==> config.mk <==
export PLATFORM = sky130hd
export DESIGN_NAME = bcd4_to_bin
export DESIGN_NICKNAME = d
export VERILOG_FILES = /design/src/rtl/bcd4_to_bin.sv
export SDC_FILE = /design/constraint.sdc
export NUM_CORES = 1
export LEC_CHECK = 0
export ABC_AREA = 1
export CORE_ASPECT_RATIO = 1.4
export CORE_MARGIN = 3
export CORE_UTILIZATION = 55
export CTS_CLUSTER_SIZE = 40
export DETAILED_ROUTE_END_ITERATION = 8
export GPL_TIMING_DRIVEN = 0
export PLACE_DENSITY_LB_ADDON = 0.12
export SLEW_MARGIN = 10
export SYNTH_ARGS = -nofsm -noshare
export SYNTH_HDL_FRONTEND = slang
export SYNTH_SLANG_ARGS = --single-unit
==> constraint.sdc <==
create_clock -name clk -period 3.05 [get_ports clk]
set_clock_uncertainty 0.15 [all_clocks]
set_input_delay 0.7625 -clock clk [delete_from_list [all_inputs] [get_ports clk]]
set_output_delay 0.7625 -clock clk [all_outputs]
set_load 0.005 [all_outputs]
==> src/rtl/bcd4_to_bin.sv <==
// Sequential 4-digit BCD to 14-bit binary converter.
// Consumes one digit per clock, thousands first, using acc*10 + digit.
module bcd4_to_bin #(
  parameter logic [3:0] BLANK_CODE    = 4'hF,
  parameter bit         BLANK_IS_ZERO = 1'b1
) (
  input  logic        clk,
  input  logic        rst,
  input  logic        start,
  input  logic [3:0]  A,
  input  logic [3:0]  B,
  input  logic [3:0]  C,
  input  logic [3:0]  D,
  output logic [13:0] value,
  output logic        ready,
  output logic        done,
  output logic        error
);

  typedef enum logic [1:0] {
    S_IDLE  = 2'd0,
    S_ACCUM = 2'd1,
    S_DONE  = 2'd2
  } state_t;

  state_t      state_reg;
  state_t      state_next;
  logic [15:0] shift_reg;
  logic [13:0] acc_reg;
  logic [1:0]  cnt_reg;
  logic        err_acc_reg;

  logic [3:0]  dig;
  logic        dig_valid;
  logic        dig_blank;
  logic        dig_bad;
  logic [3:0]  dig_eff;
  logic [13:0] acc_next;

  // Invalid digits contribute 0, so the result can never exceed 9999.
  always_comb begin
    dig       = shift_reg[15:12];
    dig_valid = (dig <= 4'd9);
    dig_blank = (dig == BLANK_CODE) && (BLANK_IS_ZERO != 1'b0);
    dig_bad   = !dig_valid && !dig_blank;
    dig_eff   = dig_valid ? dig : 4'd0;
    acc_next  = (acc_reg << 3) + (acc_reg << 1) + {10'd0, dig_eff};
  end

  always_ff @(posedge clk or negedge rst) begin
    if (!rst) begin
      state_reg <= S_IDLE;
    end else begin
      state_reg <= state_next;
    end
  end

  always_comb begin
    state_next = state_reg;
    case (state_reg)
      S_IDLE:  if (start) state_next = S_ACCUM;
      S_ACCUM: if (cnt_reg == 2'd3) state_next = S_DONE;
      S_DONE:  state_next = S_IDLE;
      default: state_next = S_IDLE;
    endcase
  end

  always_comb begin
    ready = (state_reg == S_IDLE);
    done  = (state_reg == S_DONE);
  end

  always_ff @(posedge clk or negedge rst) begin
    if (!rst) begin
      shift_reg   <= 16'd0;
      acc_reg     <= 14'd0;
      cnt_reg     <= 2'd0;
      err_acc_reg <= 1'b0;
      value       <= 14'd0;
      error       <= 1'b0;
    end else begin
      case (state_reg)
        S_IDLE: begin
          if (start) begin
            shift_reg   <= {D, C, B, A};
            acc_reg     <= 14'd0;
            cnt_reg     <= 2'd0;
            err_acc_reg <= 1'b0;
          end
        end
        S_ACCUM: begin
          acc_reg     <= acc_next;
          shift_reg   <= {shift_reg[11:0], 4'd0};
          cnt_reg     <= cnt_reg + 2'd1;
          err_acc_reg <= err_acc_reg | dig_bad;
          if (cnt_reg == 2'd3) begin
            value <= acc_next;
            error <= err_acc_reg | dig_bad;
          end
        end
        default: begin
        end
      endcase
    end
  end

endmodule

==> reports/qor.txt <==
Run status: finished clean
Setup crit end kind: flop
Number of levels the H-tree was split into: 2
Post-synthesis instance total: 361
Standard-cell rows: 30
Layout Area Growth over Synthesis: 19.7%
Category of the most critical setup path: reg -> reg
Final critical-path required period: 2.79 ns
Sink count of the clock tree: 49
Post-detailed-placement cell area: 3290 um2
Overall power after layout: 4.30 mW
Synth Net Count: 405
Final critical-path share of the clock period: 91.5%
Maxcap violations: 0
Slew HR: 64.2%
Fillers: 408
Maximum count of clock buffers along a single path: 2
Endpoint arrival time on the critical path: 2.84 ns
Post-Synthesis Cell Area: 2850 um2
Count of yosys warnings during synthesis: 0
Most instantiated flip-flop cell in the synthesis netlist: dfrtp_1
Post-detailed-placement half-perimeter wirelength: 5120 um
Maximum number of pins on one net before global-route repair: 31
Power density relative to cell area: 1260 nW/um2
IR Drop Worst-Case VDD: 0.626 mV
Cts bufs inserted: 5
Core occupancy in the finished layout: 69.3%
Iteration count of the initial detailed-routing pass: 4
Sequential share of the synthesized area: 43.1%
CTS tree: built
Synth cell types: 27
Number of antenna violations at the first check in global routing: 0
Maximum fanout count along the critical path: 4
Number of antenna diodes: 0
Post-DR wirelength/cell: 14.1 um
Highest achievable clock rate: 358 MHz
Worst skew pair latency: 0.31 ns
Cell chosen for the clock root: clkbuf_8
Total wire length after detailed routing: 6630 um
Dominant cell type by area after synthesis: dfrtp_1
PortBufs: 35
Number of nets with antenna violations after detailed routing: 0
X dimension of the die: 66.8 um
Final count of hold timing violations: 0
Static leakage power: 1.81 nW
Die Height: 91.1 um
Count of routing violations after the opening detailed-route iteration: 133
Metal-1 WL: 2520 um
Post-synthesis register bit count: 49
Number of nets at the end of the flow: 448
Total count of max-transition violations in the final report: 0
Share of the synthesized area in the top cell type: 43.1%
Final GP Congestion: 0.935
Met3 Wirelength: 161 um
Ranking of synthesized cells by area: dfrtp_1, nand2_1, ha_1
CTS clk-pin slew, worst paths: 0.10 ns
Worst path setup slack after routing: 0.260 ns
Boundary pin count: 36
Starting utilization of the core area: 57.9%
Wire length on met2: 3790 um
Overall Global Routing Usage: 23.9%
Area of all placed cells without fillers: 3410 um2
Per-cell via count in the routed design: 5.29
Vias in the first global route: 2,485
Post-synthesis async set-or-reset flop share: 100%
Core footprint: 4920 um2
Worst Max-Slew Pin Slew: 0.537 ns
Unrepaired setup endpoints after global routing: no
Hold-fix buffers, CTS: 0
Share of post-route cells with drive strength above 1: 7.65%
Mapped Avg Cell Area: 7.88 um2
Worst Setup Start Kind: flop
Area enclosed by the die boundary: 6080 um2
Critical path required time: 3.10 ns
Count of vias placed by the detailed router: 2,479
EDFF count, synth: 0
HP Class: in -> async
Global route total overflow: 0
Top metal layer carrying routed signals: met4
Wire length of the first global-routing pass: 11,200 um
Largest register FFs: 16
Post-route DRC violation count: 0
Place WS: 0.186 ns
Total setup violations reported at the end of the flow: 0
-- cells in the mapped netlist, types with 2 or more instances --
library cell / n
a22o_1: 3
nand4_1: 4
a21oi_1: 19
o21ai_2: 3
nor2_4: 2
buf_2: 5
fa_1: 2
nor2_1: 19
o21ai_1: 14
ha_1: 23
nand3_1: 22
inv_2: 3
buf_4: 2
nand2_1: 118
o21ai_0: 16
dfrtp_1: 49
xor2_1: 2
inv_1: 46
-- final cells by class --
cell class / instances / area [um2] / area share [%]
buffer: 9 / 55.1 / 1.62
clock buffer: 5 / 68.8 / 2.02
clock inverter: 3 / 43.8 / 1.29
inverter: 49 / 184 / 5.40
multi-input combinational: 254 / 1380 / 40.6
sequential: 49 / 1230 / 36.0
tap: 64 / 80.1 / 2.35
timing repair buffer: 36 / 365 / 10.7
-- cells in the final DEF, fill, tap and decap left out, types with 2 or more instances in the layout --
master and instances:
nand4_1 4, clkdlybuf4s50_1 34, inv_1 46, nor2_1 19, o21ai_0 16, a21oi_1 19, o21ai_2 3, buf_4 2
o21ai_1 14, nor2_4 2, dfrtp_1 49, a22o_1 3, nand3_1 22, nand2_1 118, clkbuf_8 5, xor2_1 2
ha_1 23, buf_2 6, inv_2 3
-- routing by layer --
metal  vias up  GRT usage (%)
met2        37           45.6
met1      1184           25.2
li1       1245              -
met5         -              0
met3        13           3.96
met4         0           8.64
-- stage by stage --
| stage | std cells | hold WS, ns | TNS (ns) |
|---|---|---|---|
| 2_1_floorplan | 361 | 0.303 | 0 |
| 3_3_place_gp | 460 | 0.316 | -17.49 |
| 3_5_place_dp | 461 | 0.318 | 0 |
| 6_report | 469 | 0.251 | 0 |
| 4_1_cts | 469 | 0.265 | 0 |
| 5_1_grt | 469 | 0.279 | 0 |
-- repair_timing --
item	in CTS	in global routing
setup endpoints to repair	0	1
hold endpoints to repair	0	0
setup buffers	0	0
gates resized for setup	0	1
-- critical path, stage by stage (launching register included) --
cell	delay, ns
dfrtp_1	0.39
inv_1	0.11
a21oi_1	0.13
inv_1	0.09
nand2_1	0.07
fa_1	0.47
inv_1	0.07
fa_2	0.43
nand2_1	0.08
nand3_1	0.06
and2_1	0.18
or2_2	0.28
nand3_1	0.09
o21ai_1	0.06
-- power breakdown --
part	switching [mW]	total, mW	internal [mW]
Clock	0.239	0.485	0.246
Combinational	1.62	2.66	1.03
Sequential	0.191	1.16	0.971
Total	2.05	4.30	2.25
-- cell families after synthesis --
kind of cell	share of synthesized area [%]
compound gates	11.1
flops	43.1
buf+inv	8.40
fa+ha+maj	11.5
xor+xnor	0.616
simple gates	25.2
-- worst paths after layout --
check                               from          end  slack [ns]  depth (start not counted)
max                        shift_reg[13]     value[6]        0.26                         13
min                                  rst  acc_reg[11]        0.25                          1
max reg2reg                shift_reg[13]     value[6]        0.26                         13
min reg2reg                    value[11]    value[11]        0.34                          2
max in group asynchronous            rst  err_acc_reg        1.96                          2
min in group clk               value[11]    value[11]        0.34                          2
Power figures use the tool's default switching activity.
